`src/rtl/lsu_ctrl.sv`:
```
// lsu_ctrl: load/store unit with one access in flight on a valid/ready memory port.
// Optional WAIT-state timeout abort is enabled by defining LSU_TIMEOUT_EN.
module lsu_ctrl #(
    parameter int DATAWIDTH = 32
`ifdef LSU_TIMEOUT_EN
    , parameter int TIMEOUT = 255
`endif
) (
    input  logic                 clk,
    input  logic                 rst_n,
    input  logic                 in_valid,
    output logic                 in_ready,
    input  logic [DATAWIDTH-1:0] EXU_data,
    input  logic [DATAWIDTH-1:0] gpr_rdata2_in,
    input  logic [3:0]           LSU_mode,
    output logic                 mem_req_valid,
    input  logic                 mem_req_ready,
    output logic [DATAWIDTH-1:0] mem_addr,
    output logic                 mem_wen,
    output logic [DATAWIDTH-1:0] mem_wdata,
    output logic [3:0]           mem_wmask,
    input  logic                 mem_resp_valid,
    input  logic [DATAWIDTH-1:0] mem_rdata,
    output logic                 out_valid,
    input  logic                 out_ready,
    output logic [DATAWIDTH-1:0] LSU_data,
    output logic                 lsu_err
);
    typedef enum logic [1:0] {IDLE, REQ, WAIT, DONE} state_t;
    state_t state, state_nx;
    logic [DATAWIDTH-1:0] addr, wd, res, res_nx, rsh, ld;
    logic [3:0] mode, mask;
    logic [4:0] sh;
    logic err, err_nx, bad, req, st;
`ifdef LSU_TIMEOUT_EN
    localparam int CW = $clog2(TIMEOUT + 1);
    logic [CW-1:0] cnt;
    always_ff @(posedge clk or negedge rst_n) begin
        if (!rst_n)
            cnt <= '0;
        else if (state == REQ)
            cnt <= '0;
        else if (state == WAIT)
            cnt <= cnt + 1'b1;
    end
`endif
    assign bad = (LSU_mode[2:1] == 2'b11) || (LSU_mode[2:1] == 2'b01 && EXU_data[0]) ||
                 (LSU_mode[2:1] == 2'b10 && |EXU_data[1:0]);
    assign sh   = {addr[1:0], 3'b000};
    assign rsh  = mem_rdata >> sh;
    assign ld   = mode[2:1] == 2'b00 ? {{24{~mode[3] & rsh[7]}}, rsh[7:0]} :
                  mode[2:1] == 2'b01 ? {{16{~mode[3] & rsh[15]}}, rsh[15:0]} : rsh;
    assign mask = mode[2:1] == 2'b00 ? 4'b0001 << addr[1:0] :
                  mode[2:1] == 2'b01 ? 4'b0011 << addr[1:0] : 4'b1111;
    assign req  = state == REQ;
    assign st   = req && mode[0];
    assign in_ready      = state == IDLE;
    assign out_valid     = state == DONE;
    assign mem_req_valid = req;
    assign mem_addr      = req ? {addr[DATAWIDTH-1:2], 2'b00} : '0;
    assign mem_wen       = st;
    assign mem_wmask     = st ? mask : 4'b0000;
    assign mem_wdata     = req ? wd << sh : '0;
    assign LSU_data      = res;
    assign lsu_err       = err;
    always_comb begin
        state_nx = state;
        res_nx   = res;
        err_nx   = err;
        case (state)
            IDLE: if (in_valid) begin
                state_nx = bad ? DONE : REQ;
                res_nx   = '0;
                err_nx   = bad;
            end
            REQ:  if (mem_req_ready) state_nx = WAIT;
            WAIT: if (mem_resp_valid) begin
                state_nx = DONE;
                res_nx   = mode[0] ? '0 : ld;
                err_nx   = 1'b0;
            end
`ifdef LSU_TIMEOUT_EN
            else if (cnt == CW'(TIMEOUT - 1)) begin
                state_nx = DONE;
                res_nx   = '0;
                err_nx   = 1'b1;
            end
`endif
            default: if (out_ready) state_nx = IDLE;
        endcase
    end
    always_ff @(posedge clk or negedge rst_n) begin
        if (!rst_n) begin
            state <= IDLE;
            addr  <= '0;
            wd    <= '0;
            mode  <= '0;
            res   <= '0;
            err   <= 1'b0;
        end else begin
            state <= state_nx;
            res   <= res_nx;
            err   <= err_nx;
            if (in_valid && in_ready) begin
                addr <= EXU_data;
                wd   <= gpr_rdata2_in;
                mode <= LSU_mode;
            end
        end
    end
endmodule

```
`config.mk`:
```
export PLATFORM = sky130hd
export DESIGN_NAME = lsu_ctrl
export DESIGN_NICKNAME = d
export VERILOG_FILES = /design/src/rtl/lsu_ctrl.sv
export SDC_FILE = /design/constraint.sdc
export NUM_CORES = 1
export LEC_CHECK = 0
export CELL_PAD_IN_SITES_DETAIL_PLACEMENT = 0
export CELL_PAD_IN_SITES_GLOBAL_PLACEMENT = 1
export CORE_UTILIZATION = 37
export CTS_BUF_LIST = sky130_fd_sc_hd__clkbuf_2 sky130_fd_sc_hd__clkbuf_4 sky130_fd_sc_hd__clkbuf_8
export DETAILED_ROUTE_END_ITERATION = 12
export PLACE_DENSITY = 0.85
export SETUP_SLACK_MARGIN = 0.1
export SLEW_MARGIN = 10
export SYNTH_ARGS = -nofsm -noshare
export SYNTH_HDL_FRONTEND = slang
export SYNTH_SLANG_ARGS = --single-unit
```
`constraint.sdc`:
```
create_clock -name clk -period 5.69 [get_ports clk]
set_clock_uncertainty 0.1 [all_clocks]
set_input_delay 0.569 -clock clk [delete_from_list [all_inputs] [get_ports clk]]
set_output_delay 0.569 -clock clk [all_outputs]
set_load 0.02 [all_outputs]
```
==> out/summary.md <==
Of all cell types, the one taking the most synthesized area is dfrtp_1. Setup violations remaining at the end of the flow were counted as 0. The total number of vias came out at 4363. The tools report the number of pins with negative max-slew slack in the final report as 0.

The number of synthesis warnings is 0, and the net count of the finished layout is 782. From bottom edge to top edge, the die measures 122.3 um. Counting flops and latches in the post-synthesis netlist gives 103. The detailed placement HPWL is 11090 um. Of all nets on the critical path, the largest fanout is 30. After detailed routing, the number of remaining DRC violations is 0. For this run, the detailed router's first-pass iteration total came to 4.

The synthesized netlist cell count came out at 476. At the pin with the least slew margin, the transition time is 1105 ps. The number of nets still failing antenna checks after routing came out at 0.

TritonCTS built the clock tree. The kind of capture point of the worst setup path is a primary output. The number of filler cells placed in the layout is 1218. The H-tree was split into 3 levels. After routing, the total negative slack on setup checks comes to 0 ps. The run gives 0 as the post-cts hold buffer count. For this design, the sink count on the clock tree is 103. Buffers placed on the I/O ports in this run total 208. The run gives 23000 um as the first-pass GRT wire length. The cell type group with the largest total delay on the critical path is buffers and inverters. Summed over all cells, the static leakage comes to 0.003317 uW. The tools report the aggregate routed wire length as 15090 um.

In the synthesized netlist, the cells that appear most often are dfrtp_1, mux2_2, and2_1. After clock tree synthesis, the clock-pin slew on the worst setup and hold paths is 100 ps. For the initial antenna violation count, the log shows 0. The initial core utilization is 0.3826, and the core region area is 13990 um^2. The flow ran to the end, and the final reports show no timing, DRC or antenna violations.

The clock passes through at most 2 buffers. The largest single stage delay on the critical path is 750 ps. Final core area utilization: 0.5546. In this run, the number of DRC markers left after iteration 0 of detailed routing was 293. For the all-layer global routing usage, the log shows 0.2049. The tools report the root buffer selected by CTS as clkbuf_8. At the worst endpoint, the arrival time is 3200 ps. The completed layout was analyzed and its total power is 4096 uW. Across the run, the number of max-cap violations was 0.

The count of distinct cell types in the synthesized netlist came out at 39. STA classifies the critical path startpoint as a flip-flop. The fraction of final layout cells with drive strength greater than 1 was 0.1634; the clock network latency to the later pin of the worst-skew pair was 390 ps. Prior to clock tree synthesis, the placed netlist has a worst setup slack of 1937 ps. In this run the horizontal extent of the chip is 122.3 um.

The floorplan has 43 rows. The logs give 0 for the remaining global-route overflow and 0 for the number of endpoints with negative hold slack in the final report. After the flow finishes, the layout carries non-filler instances totaling 853. Yosys mapped a number of flops with a built-in enable equal to 0. For the worst setup path, the data required time is 5020 ps. In this run the power density over the cells is 527.9 nW/um^2.

The number of resized instances in the post-cts repair step is 0, and the via count of the first global-routing pass is 4349. Entering global routing, the biggest net connects 70 pins. The number of antenna diodes in the final layout is 0.

The area of the mapped netlist was 5351 um^2. The post-route clock period utilization is 0.6800, and the peak clock frequency supported by timing is 258.5 MHz. The clock period could shrink to 3869 ps.

The via count normalized by instance count is 5.115. The routability-driven placement congestion ratio is 0.8627, and the die outline area is 14950 um^2. The critical path goes through buf_4 -> nor2b_2 -> nand2_1 -> o21ai_0 -> and2_1 -> clkdlybuf4s50_1. The per-cell routed wire length came out at 17.69 um. The async set-reset flop share out of synthesis was 1.000. The logs give 9 for the number of buffers added by the clock tree synthesis step and 1821 ps for the setup slack after layout. Relative to the synthesized area, the layout overhead comes to 44.96%.

In the post-synthesis netlist, the biggest area contributors are dfrtp_1, mux2_2, mux2i_1, and2_1, a221o_1. The number of instances in the placed design came out at 837. The most instantiated flip-flop cell in the synthesis netlist is dfrtp_1.

The average instance in the mapped netlist occupies 11.24 um^2. Among all stages on the critical path, the largest delay is contributed by dfrtp_2. The number of setup buffers added after CTS is 0. The min-delay analysis places its worst path in the category input port to asynchronous set/reset pin. Sequential area share after synthesis: 0.4816.

Setup repair after global routing left no endpoint under its margin. Proportion of netlist area held by the largest area contributor: 0.4816. The dominant cell by count in the synthesized netlist is dfrtp_1. The number of buffers and inverters on the critical path was 2. The logs give 211 for the count of pins on the block boundary and 0.2636 for the worst-case headroom to the max-slew limit. The start-to-end type of the worst setup path is flip-flop to primary output. For the maximum vdd ir drop, the log shows 244.1 uV.
[layout make-up]
cell class / count / area (um^2) / area share
clock buffers: 11 / 151.4 / 0.01952
clock inverters: 5 / 56.30 / 0.007258
inverters: 7 / 26.28 / 0.003387
multi-input cells: 334 / 2601 / 0.3353
flip-flops and latches: 103 / 2580 / 0.3326
well taps: 180 / 225.2 / 0.02903
repair buffers: 213 / 2117 / 0.2729
[kinds of logic (layout without fill, tap and decap cells)]
logic type,Yosys count,in the layout,synth area share
other,1,2,0.0007008
AO/OA/AOI/OAI,75,75,0.1012
buffers and inverters,40,236,0.03390
flip-flops,103,103,0.4816
multiplexers,116,116,0.2371
AND/OR/NAND/NOR,133,133,0.1267
adder cells (fa/ha/maj),8,8,0.01871
[power breakdown]
group | internal (uW) | total (uW) | switching, uW
combinational | 1130 | 2240 | 1110
sequential | 1070 | 1380 | 304
clock | 227 | 478 | 251
total | 2430 | 4100 | 1670
[layout by cell type, fill, tap and decap left out, drive strengths merged, types with 8 or more instances in the layout]
cell type      instances
a21oi                 16
a221o                 16
a22o                   9
and2                  46
and3                   8
clkbuf                11
clkdlybuf4s50        207
dfrtp                103
ha                     8
mux2                  76
mux2i                 39
nand2                 38
nor2                  29
o21ai                 24
[final timing paths]
check | start | slack, ps | cells past startpoint | endpoint
min reg2reg | LSU_data[4]$_DFFE_PN0P_ | 390 | 2 | LSU_data[4]$_DFFE_PN0P_
max reg2reg | addr[0]$_DFFE_PN0P_ | 2850 | 5 | LSU_data[21]$_DFFE_PN0P_
min in group clk | LSU_data[4]$_DFFE_PN0P_ | 390 | 2 | LSU_data[4]$_DFFE_PN0P_
min | rst_n | 60 | 1 | LSU_data[15]$_DFFE_PN0P_
max in group asynchronous | rst_n | 4230 | 2 | addr[1]$_DFFE_PN0P_
max | addr[0]$_DFFE_PN0P_ | 1820 | 6 | mem_wdata[21]
[worst register-to-register path, stage by stage (launching register included)]
cell and delay (ps):
dfrtp_2 750, buf_4 420, mux4_2 370, nor2_2 60, a2111oi_4 860, a221o_1 230
[sequential cells by signal (all words and copies together) (netlist names)]
| register | flops |
|---|---|
| addr | 32 |
| state | 2 |
| LSU_data | 32 |
| lsu_err | 1 |
| wd | 32 |
| mode | 4 |
[metal layers]
| layer | track usage | vias up | share of wire |
|---|---|---|---|
| li1 | - | 2052 | - |
| met1 | 0.2370 | 2142 | 0.39 |
| met2 | 0.3596 | 153 | 0.51 |
| met3 | 0.06459 | 16 | 0.079 |
| met4 | 0.06250 | 0 | 0.013 |
| met5 | 0 | - | 0 |
[per-stage QoR]
stage / hold slack, ps / area (um^2)
floorplan: 173.4 / 5355
global placement: 373.5 / 7547
detailed placement: 372.6 / 7547
CTS: 70.78 / 7755
global route: 89.07 / 7757
finish: 61.75 / 7757
(Power assumes the default switching activity.)
